===== src/rtl/fetch_pkg.sv =====
// Shared types and constants for the instruction fetch stage.
package fetch_pkg;

  localparam int PC_W   = 16;
  localparam int INST_W = 16;

  localparam logic [PC_W-1:0] RESET_PC_DEFAULT = 16'h0000;

  // IDLE: no request out, REQ: live request, DRAIN: request whose data will be dropped
  typedef enum logic [1:0] {
    IDLE  = 2'd0,
    REQ   = 2'd1,
    DRAIN = 2'd2
  } fetch_state_t;

  // Modulo-2^16 PC advance; wraps silently from 16'hFFFF to 16'h0000
  function automatic logic [PC_W-1:0] pc_advance(input logic [PC_W-1:0] pc,
                                                 input logic [PC_W-1:0] step);
    return pc + step;
  endfunction

endpackage


===== src/rtl/sync_fifo.sv =====
// Show-ahead synchronous FIFO. The head is held in its own register so the
// outputs keep the last delivered entry once the FIFO runs empty.
module sync_fifo #(
  parameter int WIDTH = 32,
  parameter int DEPTH = 4
) (
  input  logic                       clk,
  input  logic                       reset,
  input  logic                       push,
  input  logic [WIDTH-1:0]           push_data,
  input  logic                       pop,
  input  logic                       flush,
  output logic [$clog2(DEPTH):0]     count,
  output logic [WIDTH-1:0]           head
);

  localparam int AW = $clog2(DEPTH);
  localparam logic [AW-1:0] PTR_ONE  = AW'(1'b1);
  localparam logic [AW:0]   CNT_ONE  = (AW+1)'(1'b1);
  localparam logic [AW:0]   CNT_ZERO = {(AW+1){1'b0}};
  localparam logic [AW:0]   CNT_FULL = (AW+1)'(DEPTH);

  logic [WIDTH-1:0] mem_r [DEPTH];
  logic [AW-1:0]    rd_ptr_r;
  logic [AW-1:0]    wr_ptr_r;
  logic [AW:0]      count_r;
  logic [WIDTH-1:0] head_r;

  logic             do_push_s;
  logic             do_pop_s;
  logic [AW-1:0]    rd_adv_s;
  logic [AW-1:0]    wr_adv_s;
  logic [AW:0]      cnt_adv_s;
  logic [WIDTH-1:0] head_nxt_s;

  // Qualify push/pop and work out the pointers, count and head after this edge
  always_comb begin
    do_push_s = push & ~flush & (count_r != CNT_FULL);
    do_pop_s  = pop  & ~flush & (count_r != CNT_ZERO);
    if (do_pop_s) begin
      rd_adv_s = rd_ptr_r + PTR_ONE;
    end else begin
      rd_adv_s = rd_ptr_r;
    end
    if (do_push_s) begin
      wr_adv_s = wr_ptr_r + PTR_ONE;
    end else begin
      wr_adv_s = wr_ptr_r;
    end
    case ({do_push_s, do_pop_s})
      2'b10:   cnt_adv_s = count_r + CNT_ONE;
      2'b01:   cnt_adv_s = count_r - CNT_ONE;
      default: cnt_adv_s = count_r;
    endcase
    // The new head is the word just pushed when the read pointer lands on the write slot
    if (flush || (cnt_adv_s == CNT_ZERO)) begin
      head_nxt_s = head_r;
    end else if (do_push_s && (rd_adv_s == wr_ptr_r)) begin
      head_nxt_s = push_data;
    end else begin
      head_nxt_s = mem_r[rd_adv_s];
    end
  end

  // Storage array write; contents are only ever read behind a valid count
  always_ff @(posedge clk) begin
    if (do_push_s) begin
      mem_r[wr_ptr_r] <= push_data;
    end
  end

  // Pointer, count and head register update; flush empties but keeps the head word
  always_ff @(posedge clk or posedge reset) begin
    if (reset) begin
      rd_ptr_r <= {AW{1'b0}};
      wr_ptr_r <= {AW{1'b0}};
      count_r  <= CNT_ZERO;
      head_r   <= {WIDTH{1'b0}};
    end else if (flush) begin
      rd_ptr_r <= {AW{1'b0}};
      wr_ptr_r <= {AW{1'b0}};
      count_r  <= CNT_ZERO;
      head_r   <= head_nxt_s;
    end else begin
      rd_ptr_r <= rd_adv_s;
      wr_ptr_r <= wr_adv_s;
      count_r  <= cnt_adv_s;
      head_r   <= head_nxt_s;
    end
  end

  assign count = count_r;
  assign head  = head_r;

endmodule


===== src/rtl/fetch_unit.sv =====
// Instruction fetch stage: one outstanding RAM request at a time, a small
// prefetch FIFO of {pc, word}, and flush/redirect on a taken branch.
module fetch_unit
  import fetch_pkg::*;
#(
  parameter int               DEPTH    = 4,
  parameter logic [PC_W-1:0]  PC_STEP  = 16'd1,
  parameter logic [PC_W-1:0]  RESET_PC = RESET_PC_DEFAULT
) (
  input  logic              clk,
  input  logic              reset,
  output logic              mem_req,
  output logic [PC_W-1:0]   mem_addr,
  input  logic              mem_ack,
  input  logic [INST_W-1:0] mem_rdata,
  input  logic              br_taken,
  input  logic [PC_W-1:0]   br_target,
  output logic              inst_valid,
  input  logic              inst_ready,
  output logic [INST_W-1:0] inst_data,
  output logic [PC_W-1:0]   inst_pc
);

  localparam int CW = $clog2(DEPTH) + 1;
  localparam logic [CW-1:0] CNT_ONE   = CW'(1'b1);
  localparam logic [CW-1:0] CNT_ZERO  = {CW{1'b0}};
  localparam logic [CW-1:0] DEPTH_CNT = CW'(DEPTH);

  fetch_state_t             state_r;
  logic [PC_W-1:0]          fetch_pc_r;
  logic [PC_W-1:0]          mem_addr_r;
  logic                     mem_req_r;

  logic [CW-1:0]            count_s;
  logic [PC_W+INST_W-1:0]   head_s;
  logic                     push_s;
  logic                     pop_s;
  logic [CW-1:0]            count_after_s;
  logic                     room_s;
  logic [PC_W-1:0]          next_pc_s;

  // Push/pop qualification and the occupancy after this edge, which decides
  // whether another request may be issued without ever overflowing the FIFO
  always_comb begin
    pop_s         = 1'b0;
    push_s        = 1'b0;
    count_after_s = count_s;
    if (br_taken) begin
      count_after_s = CNT_ZERO;
    end else begin
      pop_s  = (count_s != CNT_ZERO) & inst_ready;
      push_s = (state_r == REQ) & mem_ack;
      case ({push_s, pop_s})
        2'b10:   count_after_s = count_s + CNT_ONE;
        2'b01:   count_after_s = count_s - CNT_ONE;
        default: count_after_s = count_s;
      endcase
    end
    room_s    = (count_after_s < DEPTH_CNT);
    next_pc_s = pc_advance(fetch_pc_r, PC_STEP);
  end

  // Request FSM; a request once raised stays up with its address until acked
  always_ff @(posedge clk or posedge reset) begin
    if (reset) begin
      state_r    <= IDLE;
      fetch_pc_r <= RESET_PC;
      mem_addr_r <= RESET_PC;
      mem_req_r  <= 1'b0;
    end else begin
      case (state_r)
        IDLE: begin
          if (br_taken) begin
            fetch_pc_r <= br_target;
          end else if (room_s) begin
            state_r    <= REQ;
            mem_req_r  <= 1'b1;
            mem_addr_r <= fetch_pc_r;
          end
        end
        REQ: begin
          if (mem_ack) begin
            if (br_taken) begin
              // Returned word belongs to the wrong path; restart at the target
              fetch_pc_r <= br_target;
              mem_addr_r <= br_target;
            end else if (room_s) begin
              fetch_pc_r <= next_pc_s;
              mem_addr_r <= next_pc_s;
            end else begin
              fetch_pc_r <= next_pc_s;
              state_r    <= IDLE;
              mem_req_r  <= 1'b0;
            end
          end else if (br_taken) begin
            fetch_pc_r <= br_target;
            state_r    <= DRAIN;
          end
        end
        DRAIN: begin
          if (br_taken) begin
            fetch_pc_r <= br_target;
          end
          if (mem_ack) begin
            state_r   <= IDLE;
            mem_req_r <= 1'b0;
          end
        end
        default: begin
          state_r   <= IDLE;
          mem_req_r <= 1'b0;
        end
      endcase
    end
  end

  sync_fifo #(
    .WIDTH (PC_W + INST_W),
    .DEPTH (DEPTH)
  ) u_fifo (
    .clk       (clk),
    .reset     (reset),
    .push      (push_s),
    .push_data ({mem_addr_r, mem_rdata}),
    .pop       (pop_s),
    .flush     (br_taken),
    .count     (count_s),
    .head      (head_s)
  );

  assign mem_req    = mem_req_r;
  assign mem_addr   = mem_addr_r;
  assign inst_valid = (count_s != CNT_ZERO);
  assign inst_pc    = head_s[PC_W+INST_W-1:INST_W];
  assign inst_data  = head_s[INST_W-1:0];

endmodule


===== config.mk =====
export PLATFORM = sky130hd
export DESIGN_NAME = fetch_unit
export DESIGN_NICKNAME = d
export VERILOG_FILES = /design/src/rtl/fetch_pkg.sv /design/src/rtl/sync_fifo.sv /design/src/rtl/fetch_unit.sv
export SDC_FILE = /design/constraint.sdc
export NUM_CORES = 1
export LEC_CHECK = 0
export BUFFER_PORTS_ARGS = -buffer_cell sky130_fd_sc_hd__buf_4
export CAP_MARGIN = 20
export CORE_UTILIZATION = 64
export CTS_BUF_LIST = sky130_fd_sc_hd__clkbuf_4 sky130_fd_sc_hd__clkbuf_8 sky130_fd_sc_hd__clkbuf_16
export DETAILED_ROUTE_END_ITERATION = 6
export GPL_TIMING_DRIVEN = 0
export PLACE_DENSITY = 0.92
export SYNTH_ARGS = -nofsm -noshare
export SYNTH_HDL_FRONTEND = slang
export SYNTH_SLANG_ARGS = --single-unit

===== constraint.sdc =====
create_clock -name clk -period 6.8 [get_ports clk]
set_input_delay 1.02 -clock clk [delete_from_list [all_inputs] [get_ports clk]]
set_output_delay 1.02 -clock clk [all_outputs]
set_load 0.02 [all_outputs]

==> results of run 1 <==
-- per-layer routing --
layer	vias up	global-route usage (%)
li1	2584	-
met1	2920	39.4
met2	276	50.6
met3	48	5.71
met4	0	8.87
met5	-	0
-- critical path, cell delays in order --
cell	delay, ps
clkbuf_1	300
and2_1	270
and4_1	220
clkbuf_1	280
inv_1	80
ha_1	400
nor2_1	80
mux2_2	270
a221oi_1	290
nor2_1	110
nor3_1	700
buf_2	400
mux2_2	380
-- layout make-up --
cell class,instances,area (µm²)
clock inverter,13,133
inverter,21,81.3
sequential,202,5700
buffer,35,165
multi-input combinational,363,3010
timing repair buffer,86,666
clock buffer,23,529
fill,768,2950
tap,176,220
-- cell families after synthesis --
kind of cell | share of synthesized area, %
AOI/OAI and AO/OA | 7.23
xor gates and xnor gates | 0.489
adders and majority gates | 1.68
buffers and inverters | 2.73
DFF | 63.6
muxes | 17.1
and+or+nand+nor | 7.17
-- cells in the mapped netlist, types with 2 or more instances --
master and count:
edfxtp_1 128, dfrtp_1 74, mux2_2 68, nor2_1 46
a21oi_1 36, mux4_2 32, nand2_1 29, clkbuf_1 28
o21ai_0 24, inv_1 21, nand3_1 14, ha_1 12
o22ai_1 11, and2_1 10, a31oi_1 9, and3_1 7
nor2b_1 6, nor3_1 6, o31ai_1 6, nand2b_1 5
buf_6 4, mux2i_1 4, nand4_1 4, o221ai_1 4
xor2_1 4, a211oi_1 3, buf_2 3, a311oi_1 2
o211ai_1 2, or3_1 2
-- stage by stage --
step | hold slack, ps | util, %
floorplan | 526 | -
global placement | 489 | 72.9
detailed placement | 497 | 73.2
CTS | 419 | 78.1
global route | 421 | 78.1
finish | 427 | 78.1
-- final timing paths --
check	start	endpoint	slack, ps	cells past startpoint
worst max-delay path	mem_ack	u_fifo.head[6]	2350	13
worst min-delay path	reset	u_fifo.head[19]	430	2
min in group clk	u_fifo.head[29]	u_fifo.head[29]	510	1
max in group asynchronous	reset	mem_addr[12]	5760	3
worst max register to register	u_fifo.count[0]	u_fifo.head[6]	2580	14
worst min register to register	u_fifo.head[29]	u_fifo.head[29]	510	1
-- sequential cells by signal, summed over array words and instances (netlist names) --
register and count:
u_fifo.mem_r 128, u_fifo.head 32, fetch_pc_r 16, mem_addr 16, u_fifo.count 3, state_r 2, u_fifo.rd_ptr_r 2, u_fifo.wr_ptr_r 2
mem_req 1
-- power breakdown --
| group | internal, mW | total [mW] | switching [mW] | leakage [nW] |
|---|---|---|---|---|
| combinational | 0.428 | 0.944 | 0.515 | 1.66 |
| sequential | 1.55 | 1.74 | 0.189 | 2.03 |
| clock | 0.639 | 1.11 | 0.470 | 0.317 |
-- cells in the final DEF, fill, tap and decap left out, types with 5 or more instances in the layout --
cell type,count
edfxtp_1,128
buf_4,85
dfrtp_1,74
mux2_2,68
nor2_1,46
a21oi_1,36
mux4_2,32
nand2_1,29
clkbuf_1,28
o21ai_0,24
inv_1,20
clkbuf_16,20
nand3_1,14
ha_1,12
o22ai_1,11
a31oi_1,9
and3_1,7
and2_1,6
nor2b_1,6
o31ai_1,6
nor3_1,6
nand2b_1,5
==> flow_metrics.py, run 1 <==
metrics = {
    "pwr": {
        "ir_drop_uv": 276,
        "finalPower_mw": 3.79,
        "power.leakage_nw": 4.01,
        "powerDensity_nw_per_um2": 361,
    },
    "run_status": {
        "status": "finished clean",
    },
    "route": {
        "antenna_left": 0,
        "drt_iter0_drc": 465,
        "wl_met1_um": 8350,
        "routed_wl_um": 20700,
        "top_layer": "met4",
        "wire_per_inst_um": 22.5,
        "routed-wl-met2_um": 10400,
        "drt_drc_violations_left": 0,
        "drt-vias-per-instance": 6.34,
        "num_vias": 5828,
        "drtPass1Iterations": 5,
        "routed-wl-met3_um": 1490,
    },
    "cts": {
        "cts_tree": "yes",
        "clk_latency_ps": 500,
        "cts_root_buffer": "clkbuf_16",
        "cts_buffers": 20,
        "clockBufferDepth": 3,
        "cts_setup_buffers": 0,
        "ctsResizeCount": 0,
        "cts.clk_slew.worst_paths_ps": 60,
        "htree_levels": 1,
        "cts_hold_buffers": 0,
        "cts.sinks": 202,
    },
    "yosys": {
        "yosys_warnings": 0,
        "yosysTopAreaCell": "edfxtp_1",
        "netlist_instances": 621,
        "postSynth.asyncResetShare_pct": 36.6,
        "ys_seq_area_share_pct": 63.6,
        "netlist_top_cells_area": "edfxtp_1, dfrtp_1, mux2_2",
        "synth_ff_type": "edfxtp_1",
        "synth-seq-cells": 202,
        "syn_nets": 670,
        "synth_area_um2": 8950,
        "synth_top_area_share_pct": 43.0,
        "synth.distinct_cells": 47,
        "synth_enable_flop_cells": 128,
        "avgSynthCellArea_um2": 14.4,
    },
    "sta": {
        "post-route-min-period_ps": 4450,
        "relSlewSlack_pct": 36.0,
        "period_share_pct": 65.4,
        "max_freq_mhz": 225,
        "worst_pin_slew_ps": 960,
        "hold_viol": 0,
        "postLayoutSetupSlackWorst_ps": 2350,
        "setup_violations": 0,
        "finalSetupTns_ps": 0,
        "slew_violations": 0,
        "fin_skew_ps": 22.7,
        "rsz0062_at_grt": "no",
    },
    "global_routing": {
        "grt_pass1_wl_um": 32700,
        "grt_pass1_vias": 6120,
        "antenna_found_initial": 0,
        "grt_max_degree": 68,
        "grt_use_total_pct": 29.8,
        "grt-ovfl-total": 0,
    },
    "setup_path": {
        "required_ps": 7170,
        "arrival_ps": 4810,
        "cp-end-kind": "flip-flop",
        "worst-setup-path-type": "input pin to flip-flop",
        "crit_path_max_fanout": 10,
        "crit_path_start_kind": "input pin",
    },
    "finish": {
        "drive_gt1_share_pct": 31.1,
        "instances_no_fill": 919,
        "syn_to_final_growth_pct": 17.4,
        "fin_nets": 778,
        "diodes": 0,
        "design_area_um2": 10500,
    },
    "placement": {
        "dpl_cell_area_um2": 9840,
        "hpwl_um": 13100,
        "post-place-ws_ps": 2060,
        "io_buffers": 85,
        "dp.cells": 883,
        "gp_congestion": 0.937,
    },
    "floorplan": {
        "die_w_um": 120,
        "placementRows": 42,
        "design.die.area_um2": 14500,
        "die-height_um": 120,
        "core_um2": 13500,
        "start_util_pct": 66.5,
        "num_io_pins": 87,
    },
    "worst_hold_path": {
        "min_path_type": "input pin to async pin",
    },
    "run": {
        "maxCapViolCount": 0,
    },
}
No activity file was read; power rests on OpenSTA's default activity.
==> run 2: changes to the inputs <==
- CORE_UTILIZATION: 64 -> 53
- PLACE_DENSITY: 0.92 -> 0.82
- clock period: 6.8 -> 3.7 ns (I/O delays scaled with it)
==> flow_metrics.py, run 2 (synthesis gave the netlist of run 1 again) <==
metrics = {
    "sta": {
        "period_share_pct": 93.9,
        "slew_violations": 0,
        "setup_violations": 0,
        "post-route-min-period_ps": 3480,
        "fin_skew_ps": 9.55,
        "relSlewSlack_pct": 38.3,
        "finalSetupTns_ps": 0,
        "worst_pin_slew_ps": 926,
        "whs_ps": 272,
        "hold_viol": 0,
        "max_freq_mhz": 288,
    },
    "route": {
        "antenna_left": 0,
        "num_vias": 5746,
        "drt_iter0_drc": 461,
        "drt_drc_violations_left": 0,
        "routed_wl_um": 20400,
        "drtPass1Iterations": 5,
        "drt-vias-per-instance": 5.95,
        "wire_per_inst_um": 21.1,
    },
    "floorplan": {
        "design.die.area_um2": 17400,
        "die-height_um": 132,
        "core_um2": 16500,
        "die_w_um": 132,
        "placementRows": 47,
        "num_io_pins": 87,
        "start_util_pct": 54.2,
    },
    "setup_path": {
        "required_ps": 4110,
        "cp-end-kind": "flip-flop",
        "regToRegStartpoint": "state_r[0]",
        "r2r_end": "mem_addr[9]",
        "ff2ff_setup_slack_ps": 220,
        "rr_worst_depth": 12,
        "crit_path_start_kind": "flip-flop",
        "arrival_ps": 3880,
        "crit_path_max_fanout": 10,
        "worst-setup-path-type": "flip-flop to flip-flop",
        "cp-startpoint": "state_r[0]",
    },
    "cts": {
        "clockBufferDepth": 3,
        "cts.sinks": 202,
        "cts_tree": "yes",
        "htree_levels": 1,
        "cts_root_buffer": "clkbuf_16",
        "clk_latency_ps": 490,
        "cts_buffers": 21,
        "cts.clk_slew.worst_paths_ps": 60,
    },
    "finish": {
        "fillers": 1173,
        "design_area_um2": 10700,
        "diodes": 0,
        "final_cell_mix": "edfxtp_1, buf_4, dfrtp_1",
        "final_common_cell": "edfxtp_1",
        "drive_gt1_share_pct": 32.0,
        "instances_no_fill": 966,
        "largest_register_ffs": 128,
        "largest-register": "u_fifo.mem_r",
        "syn_to_final_growth_pct": 19.1,
        "fin_nets": 780,
    },
    "global_routing": {
        "grt_util_met2_pct": 40.6,
        "grt_busiest_layer": "met2",
        "antenna_found_initial": 0,
        "grt_pass1_wl_um": 32700,
        "grt-ovfl-total": 0,
        "grt_max_degree": 64,
        "grt_use_total_pct": 24.1,
        "grt_pass1_vias": 6042,
        "grt_util_met1_pct": 32.4,
        "gr-usage-met3_pct": 4.00,
    },
    "worst_hold_path": {
        "min_path_cells": 1,
        "min_path_type": "input pin to flip-flop",
        "whs_endpoint": "u_fifo.mem_r[2][0]",
        "hold_start": "mem_rdata[0]",
    },
    "pwr": {
        "powerDensity_nw_per_um2": 665,
        "power.leakage_nw": 4.07,
        "ir_drop_uv": 397,
        "finalPower_mw": 7.08,
    },
    "placement": {
        "gp_congestion": 0.908,
        "io_buffers": 85,
        "hpwl_um": 13100,
        "dp.cells": 927,
        "dpl_cell_area_um2": 9900,
    },
    "run_status": {
        "status": "finished clean",
    },
    "run": {
        "maxCapViolCount": 0,
    },
}
[run 2: cell types whose count changed in the layout (fill, tap and decap cells not counted), moves of 2 or more]
| cell | previous run | this run |
|---|---|---|
| clkinvlp_4 | 3 | 0 |
| buf_2 | 3 | 0 |
| clkbuf_4 | 2 | 5 |
| clkbuf_8 | 1 | 3 |
[run 2: timing repair]
action                                 CTS  global route
hold buffers                             1             0
endpoints found under the hold margin   11             0
setup buffers                            0             1
setup endpoints to repair               38            40
gates resized for setup                  3             6
pin swaps                                0             1
[run 2: metrics by stage]
step / utilization, % / worst slack (ps)
after floorplan: - / 215
after global routing: 64.5 / -8.80
after detailed placement: 59.9 / -657
final: 64.5 / 225
after CTS: 64.4 / 0.607
after global placement: 59.7 / -524
[run 2: worst max-delay path, cell delays in order (launching register included)]
cell      delay (ps)
dfrtp_1          390
clkbuf_1         340
nand2_1          190
nor2_2           330
inv_1            170
ha_1             220
nor2b_1          130
a21oi_1          150
a311oi_2         210
nor2_1           360
clkbuf_1         550
o211ai_1         240
o21ai_0          130
[run 2: layout make-up]
cell class	count	area, µm²	share of cell area, %
Sequential cell	202	5700	53.4
Multi-Input combinational cell	363	3040	28.5
Timing Repair Buffer	88	683	6.41
Clock buffer	26	582	5.46
Tap cell	220	275	2.58
Buffer	34	169	1.58
Clock inverter	12	138	1.29
Inverter	21	81.3	0.763
[run 2: metal layers]
layer / share of wire, % / vias up
met5: 0 / -
li1: - / 2572
met2: 49 / 254
met1: 42 / 2878
met4: 2.3 / 0
met3: 7.1 / 42
[run 2: worst max-delay path by stage]
stage | to | slack, ps | depth (start not counted)
after global placement | u_fifo.head[11] | -520 | 13
after detailed placement | u_fifo.head[7] | -660 | 13
after global routing | u_fifo.head[11] | -9 | 13
after CTS | u_fifo.head[1] | 0.6 | 13
after floorplan | u_fifo.head[0] | 210 | 13
final | mem_addr[9] | 220 | 12
[run 2: power breakdown]
| part | total, mW | internal, mW | switching, mW | leakage, nW |
|---|---|---|---|---|
| Clock | 2.17 | 1.33 | 0.846 | 0.359 |
| Combinational | 1.73 | 0.793 | 0.940 | 1.68 |
| Sequential | 3.18 | 2.85 | 0.331 | 2.03 |
| Total | 7.08 | 4.97 | 2.12 | 4.07 |
